==> config.mk <==
export PLATFORM = sky130hd
export DESIGN_NAME = mem_access_stage
export DESIGN_NICKNAME = d
export VERILOG_FILES = /design/src/rtl/mem_access_stage.sv
export SDC_FILE = /design/constraint.sdc
export NUM_CORES = 1
export LEC_CHECK = 0
export CAP_MARGIN = 20
export CELL_PAD_IN_SITES_DETAIL_PLACEMENT = 0
export CELL_PAD_IN_SITES_GLOBAL_PLACEMENT = 1
export CORE_MARGIN = 4
export CORE_UTILIZATION = 37
export DETAILED_ROUTE_END_ITERATION = 10
export PLACE_DENSITY_LB_ADDON = 0.08
export SYNTH_ARGS = -nofsm -noshare
export SYNTH_HDL_FRONTEND = slang
export SYNTH_SLANG_ARGS = --single-unit
==> constraint.sdc <==
create_clock -name clk -period 7.9 [get_ports clk]
set_input_delay 1.975 -clock clk [delete_from_list [all_inputs] [get_ports clk]]
set_output_delay 1.975 -clock clk [all_outputs]
set_load 0.01 [all_outputs]
==> src/rtl/mem_access_stage.sv <==
// rtl/mem_access_stage.sv - MEM pipeline stage: RV32 loads/stores over a req/ack bus, registered write-back slot
module mem_access_stage #(
    parameter int TIMEOUT = 256
) (
    input  logic        clk,
    input  logic        nRST,
    input  logic        exeValid,
    input  logic [31:0] exeResult,
    input  logic [31:0] exeRs2,
    input  logic [4:0]  exeRd,
    input  logic        exeWmem,
    input  logic        exeRmem,
    input  logic        exeWreg,
    input  logic [2:0]  exeFunc3,
    output logic        stall,
    output logic        memValid,
    output logic [4:0]  memRd,
    output logic [31:0] memResult,
    output logic        memWreg,
    output logic        memRmem,
    output logic        excMisal,
    output logic        excBus,
    output logic        busReq,
    output logic        busWe,
    output logic [31:0] busAddr,
    output logic [31:0] busWdata,
    output logic [3:0]  busBe,
    input  logic        busAck,
    input  logic [31:0] busRdata
);

    localparam int CW = $clog2(TIMEOUT);

    typedef enum logic {IDLE, BUS} state_t;

    state_t        state, state_nx;
    logic [CW-1:0] cnt;

    logic [29:0] lat_addr;
    logic [31:0] lat_wdata;
    logic [3:0]  lat_be;
    logic        lat_we;

    logic        is_access, f3_ok, aligned, acc_ok;
    logic [3:0]  req_be;
    logic [31:0] req_wdata, rsh, load_data;

    logic        cur_req, cur_we, stall_c;
    logic [31:0] cur_addr, cur_wdata;
    logic [3:0]  cur_be;

    logic        o_valid, o_wreg, o_rmem, o_misal, o_bus;
    logic [4:0]  o_rd;
    logic [31:0] o_result;

    assign is_access = exeWmem | exeRmem;
    assign acc_ok    = f3_ok & aligned;

    always_comb begin
        f3_ok = 1'b0;
        if (exeRmem && !exeWmem)
            f3_ok = exeFunc3 inside {3'b000, 3'b001, 3'b010, 3'b100, 3'b101};
        else if (exeWmem && !exeRmem)
            f3_ok = exeFunc3 inside {3'b000, 3'b001, 3'b010};
    end

    always_comb begin
        aligned   = 1'b1;
        req_be    = 4'b1111;
        req_wdata = exeRs2;
        case (exeFunc3[1:0])
            2'b00: begin
                req_be    = 4'b0001 << exeResult[1:0];
                req_wdata = {4{exeRs2[7:0]}};
            end
            2'b01: begin
                aligned   = ~exeResult[0];
                req_be    = 4'b0011 << exeResult[1:0];
                req_wdata = {2{exeRs2[15:0]}};
            end
            2'b10: aligned = (exeResult[1:0] == 2'b00);
            default: aligned = 1'b1;
        endcase
    end

    // Exe inputs are held by stall, so the live address/func3 select the load lane
    always_comb begin
        rsh = busRdata >> {exeResult[1:0], 3'b000};
        case (exeFunc3)
            3'b000:  load_data = {{24{rsh[7]}}, rsh[7:0]};
            3'b001:  load_data = {{16{rsh[15]}}, rsh[15:0]};
            3'b100:  load_data = {24'd0, rsh[7:0]};
            3'b101:  load_data = {16'd0, rsh[15:0]};
            default: load_data = busRdata;
        endcase
    end

    always_comb begin
        state_nx  = state;
        cur_req   = 1'b0;
        cur_we    = 1'b0;
        cur_addr  = 32'd0;
        cur_wdata = 32'd0;
        cur_be    = 4'd0;
        stall_c   = 1'b0;
        o_valid   = 1'b0;
        o_rd      = 5'd0;
        o_result  = 32'd0;
        o_wreg    = 1'b0;
        o_rmem    = 1'b0;
        o_misal   = 1'b0;
        o_bus     = 1'b0;
        case (state)
            IDLE: begin
                if (exeValid) begin
                    if (!is_access) begin
                        o_valid  = 1'b1;
                        o_rd     = exeRd;
                        o_result = exeResult;
                        o_wreg   = exeWreg;
                    end else if (!acc_ok) begin
                        o_valid = 1'b1;
                        o_rd    = exeRd;
                        o_rmem  = exeRmem;
                        o_misal = 1'b1;
                    end else begin
                        cur_req   = 1'b1;
                        cur_we    = exeWmem;
                        cur_addr  = {exeResult[31:2], 2'b00};
                        cur_wdata = req_wdata;
                        cur_be    = req_be;
                        if (busAck) begin
                            o_valid  = 1'b1;
                            o_rd     = exeRd;
                            o_result = exeRmem ? load_data : exeResult;
                            o_wreg   = exeWreg;
                            o_rmem   = exeRmem;
                        end else begin
                            stall_c  = 1'b1;
                            state_nx = BUS;
                        end
                    end
                end
            end
            BUS: begin
                cur_req   = 1'b1;
                cur_we    = lat_we;
                cur_addr  = {lat_addr, 2'b00};
                cur_wdata = lat_wdata;
                cur_be    = lat_be;
                o_rd      = exeRd;
                o_rmem    = exeRmem;
                if (busAck) begin
                    o_valid  = 1'b1;
                    o_result = exeRmem ? load_data : exeResult;
                    o_wreg   = exeWreg;
                    state_nx = IDLE;
                end else if (cnt == CW'(TIMEOUT - 1)) begin
                    o_valid  = 1'b1;
                    o_bus    = 1'b1;
                    state_nx = IDLE;
                end else begin
                    stall_c = 1'b1;
                end
            end
            default: state_nx = IDLE;
        endcase
    end

    // Reset forces the combinational bus/stall outputs low without waiting for a clock
    assign busReq   = nRST & cur_req;
    assign busWe    = nRST & cur_we;
    assign busAddr  = nRST ? cur_addr  : 32'd0;
    assign busWdata = nRST ? cur_wdata : 32'd0;
    assign busBe    = nRST ? cur_be    : 4'd0;
    assign stall    = nRST & stall_c;

    always_ff @(posedge clk or negedge nRST) begin
        if (!nRST) begin
            state     <= IDLE;
            cnt       <= '0;
            lat_addr  <= '0;
            lat_wdata <= '0;
            lat_be    <= '0;
            lat_we    <= 1'b0;
            memValid  <= 1'b0;
            memRd     <= '0;
            memResult <= '0;
            memWreg   <= 1'b0;
            memRmem   <= 1'b0;
            excMisal  <= 1'b0;
            excBus    <= 1'b0;
        end else begin
            state <= state_nx;
            if (state == BUS && state_nx == BUS)
                cnt <= cnt + CW'(1);
            else
                cnt <= '0;
            if (state == IDLE && state_nx == BUS) begin
                lat_addr  <= cur_addr[31:2];
                lat_wdata <= cur_wdata;
                lat_be    <= cur_be;
                lat_we    <= cur_we;
            end
            memValid  <= o_valid;
            memRd     <= o_rd;
            memResult <= o_result;
            memWreg   <= o_wreg;
            memRmem   <= o_rmem;
            excMisal  <= o_misal;
            excBus    <= o_bus;
        end
    end

endmodule

==> Word-level counts from Yosys, hierarchy flattened <==
Cells that the tools add are included.
{ "totals": {"output_inout_bits": 113, "regBits": 118} }
{ "op_classes": {"n_eq_ne": 7, "bitwise": 7, "reduce_logical": 11, "n_mux": 71, "add_sub_neg": 1, "n_shift": 3} }
{ "op_table": {"columns": ["cell", "count"], "rows": [
  ["32-bit two-way mux", 13],
  ["32-bit case mux with 2 select lines", 4],
  ["32-bit case mux with 4 select lines", 1],
  ["1-bit two-way mux", 34],
  ["32-bit by 5-bit >> shifter with 16-bit output", 1],
  ["5-bit two-way mux", 4],
  ["4-bit two-way mux", 4],
  ["4-bit case mux with 2 select lines", 2],
  ["1-bit case mux with 2 select lines", 7],
  ["5-bit case mux with 2 select lines", 1],
  ["8-bit by 1-bit adder with 8-bit output, second input constant", 1],
  ["8-bit == test, second input constant", 1],
  ["8-bit two-way mux", 1],
  ["3-bit == test, second input constant", 2],
  ["5-bit nonzero test", 1],
  ["1-bit AND", 4],
  ["1-bit logical AND", 4],
  ["2-bit logical NOT", 2],
  ["1-bit by 2-bit << shifter with 4-bit output, first input constant", 1],
  ["2-bit by 2-bit << shifter with 4-bit output, first input constant", 1],
  ["3-bit by 1-bit == test with 1-bit output, second input constant", 1],
  ["3-bit by 2-bit == test with 1-bit output, second input constant", 1],
  ["3-bit logical NOT", 1],
  ["3-bit nonzero test", 1],
  ["5 further kinds", 7]
]} }

==> Depth between registers and ports, before layout <==
{ "logic_depth": {"ltp_word": 11, "depth_mapped": 11, "mapped_depth_nobuf": 7} }

==> Worst setup path before layout <==
No wires, ideal clock.
{ "synth_path": {"kind": "in2out", "start": "in exeFunc3[1]", "end": "out stall", "setup_slack_ps": 2079, "path_buffers": 4, "stages": 10, "t_required_ps": 5925, "arrival_ps": 3846, "cell_sequence": "clkinv_1 ha_1 buf_2 nor2b_1 o32ai_1 or4_1 buf_2 buf_6 buf_6 a21boi_0"} }
{ "synth_via": {"elab_chain_len": 10} }
{ "synth_lines": {"columns": ["element", "line", "rtl"], "rows": [
  ["from (decl)", "14", "input logic [2:0] exeFunc3,"],
  ["3-bit by 1-bit == test with 1-bit output (tied with other cells)", "62, 64", null],
  ["3-bit nonzero test", "64", "f3_ok = exeFunc3 inside {3'b000, 3'b001, 3'b010};"],
  ["1-bit two-way mux", "63", "else if (exeWmem && !exeRmem)"],
  ["1-bit two-way mux", "61", "if (exeRmem && !exeWmem)"],
  ["1-bit AND *", "57", "assign acc_ok = f3_ok & aligned;"],
  ["1-bit two-way mux *", "121", "end else if (!acc_ok) begin"],
  ["1-bit two-way mux *", "116", "if (!is_access) begin"],
  ["1-bit two-way mux *", "115", "if (exeValid) begin"],
  ["1-bit case mux with 2 select lines *", "113", "case (state)"],
  ["1-bit AND *", "176", "assign stall = nRST & stall_c;"],
  ["to (decl)", "15", "output logic stall,"]
]} }
Mark *: on every way between the ends. The rest lies on a longest branch, timed or not.

==> Worst setup path in the final report <==
{ "layout_path": {"start": "in exeFunc3[1]", "end": "out busWdata[11]"} }
{ "layout_via": {"elab_chain_len": 10} }
{ "layout_lines": {"columns": ["element", "line", "rtl"], "rows": [
  ["3-bit by 1-bit == test with 1-bit output (tied with other cells)", "62, 64", null],
  ["3-bit nonzero test", "64", null],
  ["1-bit two-way mux", "63", null],
  ["1-bit two-way mux", "61", null],
  ["1-bit AND", "57", null],
  ["32-bit two-way mux *", "121", null],
  ["32-bit two-way mux *", "116", null],
  ["32-bit two-way mux *", "115", null],
  ["32-bit case mux with 2 select lines *", "113", null],
  ["32-bit two-way mux *", "174", "assign busWdata = nRST ? cur_wdata : 32'd0;"],
  ["to (decl)", "26", "output logic [31:0] busWdata,"]
]} }
Marked as above.

==> out/metrics.cfg <==
[floorplan]
num_rows = 49
fp.dieArea_sq_mm = 0.0207
die_w_um = 144
design.core.area_sq_mm = 0.0181
start_util = 0.378
die_h_um = 144
io_pins = 224

[global_routing]
track_usage = 0.215
grt.overflow.total = 0
grt_pass1_wl_mm = 34.8
grt_max_degree = 117
grt_antenna_before_repair = 0
grt_pass1_vias = 6329

[drt]
drt_iter0_drc = 417
drc = 0
routed_via_density = 5.49
post_drt_wl_per_cell_um = 19.4
routed_wl_mm = 22.6
drtPass1Iterations = 5
num_vias = 6377
drtAntennaViolNets = 0

[pwr]
power_density_mw_per_mm2 = 198
p_seq_frac = 0.389
p_switching_mw = 0.521
vdd_drop_max_mv = 0.147
clock_power_share = 0.413
power_leakage_nw = 3.89
p_int_mw = 1.41
comb_power_share = 0.198
swShare = 0.269

[cts]
clkLatencyLatePin_ns = 0.43
clock-sinks = 118
cts_setup_buffers = 0
post_cts_resized = 0
root_buffer = clkbuf_16
hold_buffers = 0
cts.path.max_buffers = 2
htreeDepth = 4
cts_tree = built
path_clk_slew_ns = 0.06
cts_buffers = 17

[final_layout]
multi_input_area_sq_mm = 0.00356
nFillCells = 1621
fin_util = 0.542
seq_area_sq_mm = 0.00295
final_common_cell = clkdlybuf4s50_1
areaGrowthSynthToFinish_pct = 43.4
diodes = 0
drive_gt1_frac = 0.117
mostFrequentLayoutCells = clkdlybuf4s50_1, dfrtp_1, nand2_1, nor2_1, nor2b_1
final_nets = 1036

[synth]
synth_top_family_by_area = compound AO/OA/AOI/OAI gates
synth_area_per_cell_sq_um = 9.37
synthCells = 729
async_flop_share = 1.00
synth_adder_area_share = 0.00916
synth_compound_area_frac = 0.230
yosysWarnings = 0
synthesis.area_sq_mm = 0.00683
yosys.area_share.simple = 0.164
ys_seq_area_frac = 0.432
synth_edf_count = 0
ys_types = 52
synth_mux_area_frac = 0.107
ys.flop_type = dfrtp_1
ys_ff_latch = 118
synthXorXnorAreaFrac = 0.00769

[worst_hold_path]
hold_start = lat_wdata[31]
hp-class = register to register

[timing]
tightest_slew_ns = 0.914
setup_slack_ns = 0.543
fin_crit_ns = 7.36
max_freq_mhz = 136
fin_crit_sh = 0.931
setup_violations = 0
drv_slew = 0
grt_setup_unrepaired = no
setup_tns_ns = 0
skew_ns = 0.0103
slew_headroom = 0.390
hold_viol = 0

[placement]
portBuffers = 221
dp_slack_ns = 0.504
place_hpwl_mm = 15.8
place_congestion = 0.849

[setup_path]
crit_start = exeFunc3[1]
crit_fanout = 50
cp.arrival_ns = 5.38
r2r-start = state
cp-end-kind = primary output
crit_top_cell = clkdlybuf4s50_1
slowest_delay_ns = 0.58
critPathSlowestCell = clkdlybuf4s50_1
worstPathRequired_ns = 5.93
startpoint_type = input pin
path_class = input pin to primary output
crit_chain = clkdlybuf4s50_1 -> clkinv_1 -> ha_1 -> nor2b_1 -> o32ai_1 -> nor3_2 -> buf_4 -> o221ai_1 -> a21boi_0 -> clkdlybuf4s50_1

[outcome]
status = completed

[flow_run]
drv_cap = 0

path summary, 6_finish.rpt:
check                                end  slack [ns]  depth (start not counted)
max                         busWdata[11]        0.54                         10
max reg2reg                       lat_we        5.60                          4
min in group asynchronous   lat_wdata[8]        1.64                          1
min reg2reg                lat_wdata[31]        0.49                          2
min                        lat_wdata[31]        0.49                          2
max in group asynchronous         cnt[7]        5.11                          3
metrics by stage:
step,area (sq um),power (mW),std cells,hold WS [ns]
after floorplan,6840,0.966,730,0.450
after global placement,9190,1.14,1130,0.463
after detailed placement,9190,1.15,1130,0.476
after CTS,9800,1.95,1162,0.491
after global routing,9800,2.02,1162,0.518
final,9800,1.94,1162,0.485
worst max-delay path, delay by kind of cell:
kind,cells,cell delay [ns]
and+or+nand+nor,2,0.44
AOI/OAI and AO/OA,3,0.69
adders and majority gates,1,0.54
buffers and inverters,4,1.72
final cells by class:
type | instances | area share
clock buffers | 18 | 0.0438
flip-flops and latches | 118 | 0.302
inverters | 13 | 0.00498
multi-input cells | 533 | 0.363
clock inverters | 14 | 0.0179
well taps | 229 | 0.0292
repair buffers | 237 | 0.239
metal layers:
layer	wire length, um	share of wire	up-vias	global-route usage
met3	1740	0.077	33	0.0596
met4	506	0.022	0	0.0709
met5	0	0	-	0
li1	-	-	2984	-
met1	10500	0.47	3112	0.318
met2	9810	0.43	248	0.303
synth_stat cells (3+ instances only):
library cell  instances  area share
buf_1                 7      0.0038
o21ai_0              28       0.021
nand3b_1              7      0.0077
nor3_1                3      0.0022
ha_1                  5      0.0092
and2_1               12       0.011
a22oi_1              50       0.055
nor3b_1               4      0.0044
mux2_2               39       0.064
a211oi_1              9      0.0099
clkbuf_1             42       0.023
mux2_4               14       0.031
o221ai_1             12       0.015
nand2_1              77       0.042
o21ai_1               8      0.0059
o211ai_1              8      0.0088
nand2b_1              4      0.0037
buf_2                12      0.0088
buf_6                 3      0.0049
nand3_1               6      0.0044
xor2_1                3      0.0038
xnor2_1               3      0.0038
inv_1                12      0.0066
a21boi_0             18       0.020
dfrtp_1             118        0.43
a21oi_1              43       0.031
mux2i_1               8       0.012
o2bb2ai_1            32       0.041
nor2b_1              54       0.049
nor2_1               59       0.032
sequential cells by signal, indices dropped and copies added, names as in the netlist:
signal and count:
lat_wdata 32, memResult 32, lat_addr 30, cnt 8
memRd 5, lat_be 4, excBus 1, excMisal 1
lat_we 1, memRmem 1, memValid 1, memWreg 1
state 1
power by group through the flow:
stage,Sequential (mW),Clock (mW),Combinational [mW]
2_1_floorplan,0.756,0,0.210
3_3_place_gp,0.758,0,0.378
3_5_place_dp,0.763,0,0.384
4_1_cts,0.754,0.814,0.386
5_1_grt,0.766,0.840,0.418
6_report,0.754,0.799,0.383
cell families (layout without fill, tap and decap cells):
logic type      Yosys count  after routing
simple gates            232            232
xor+xnor                  6              6
other cells               1              2
buf+inv                  79            282
compound gates          227            227
fa+ha+maj                 5              5
mux                      61             61
flops                   118            118
Note: power is estimated with default switching activity, not from simulation.
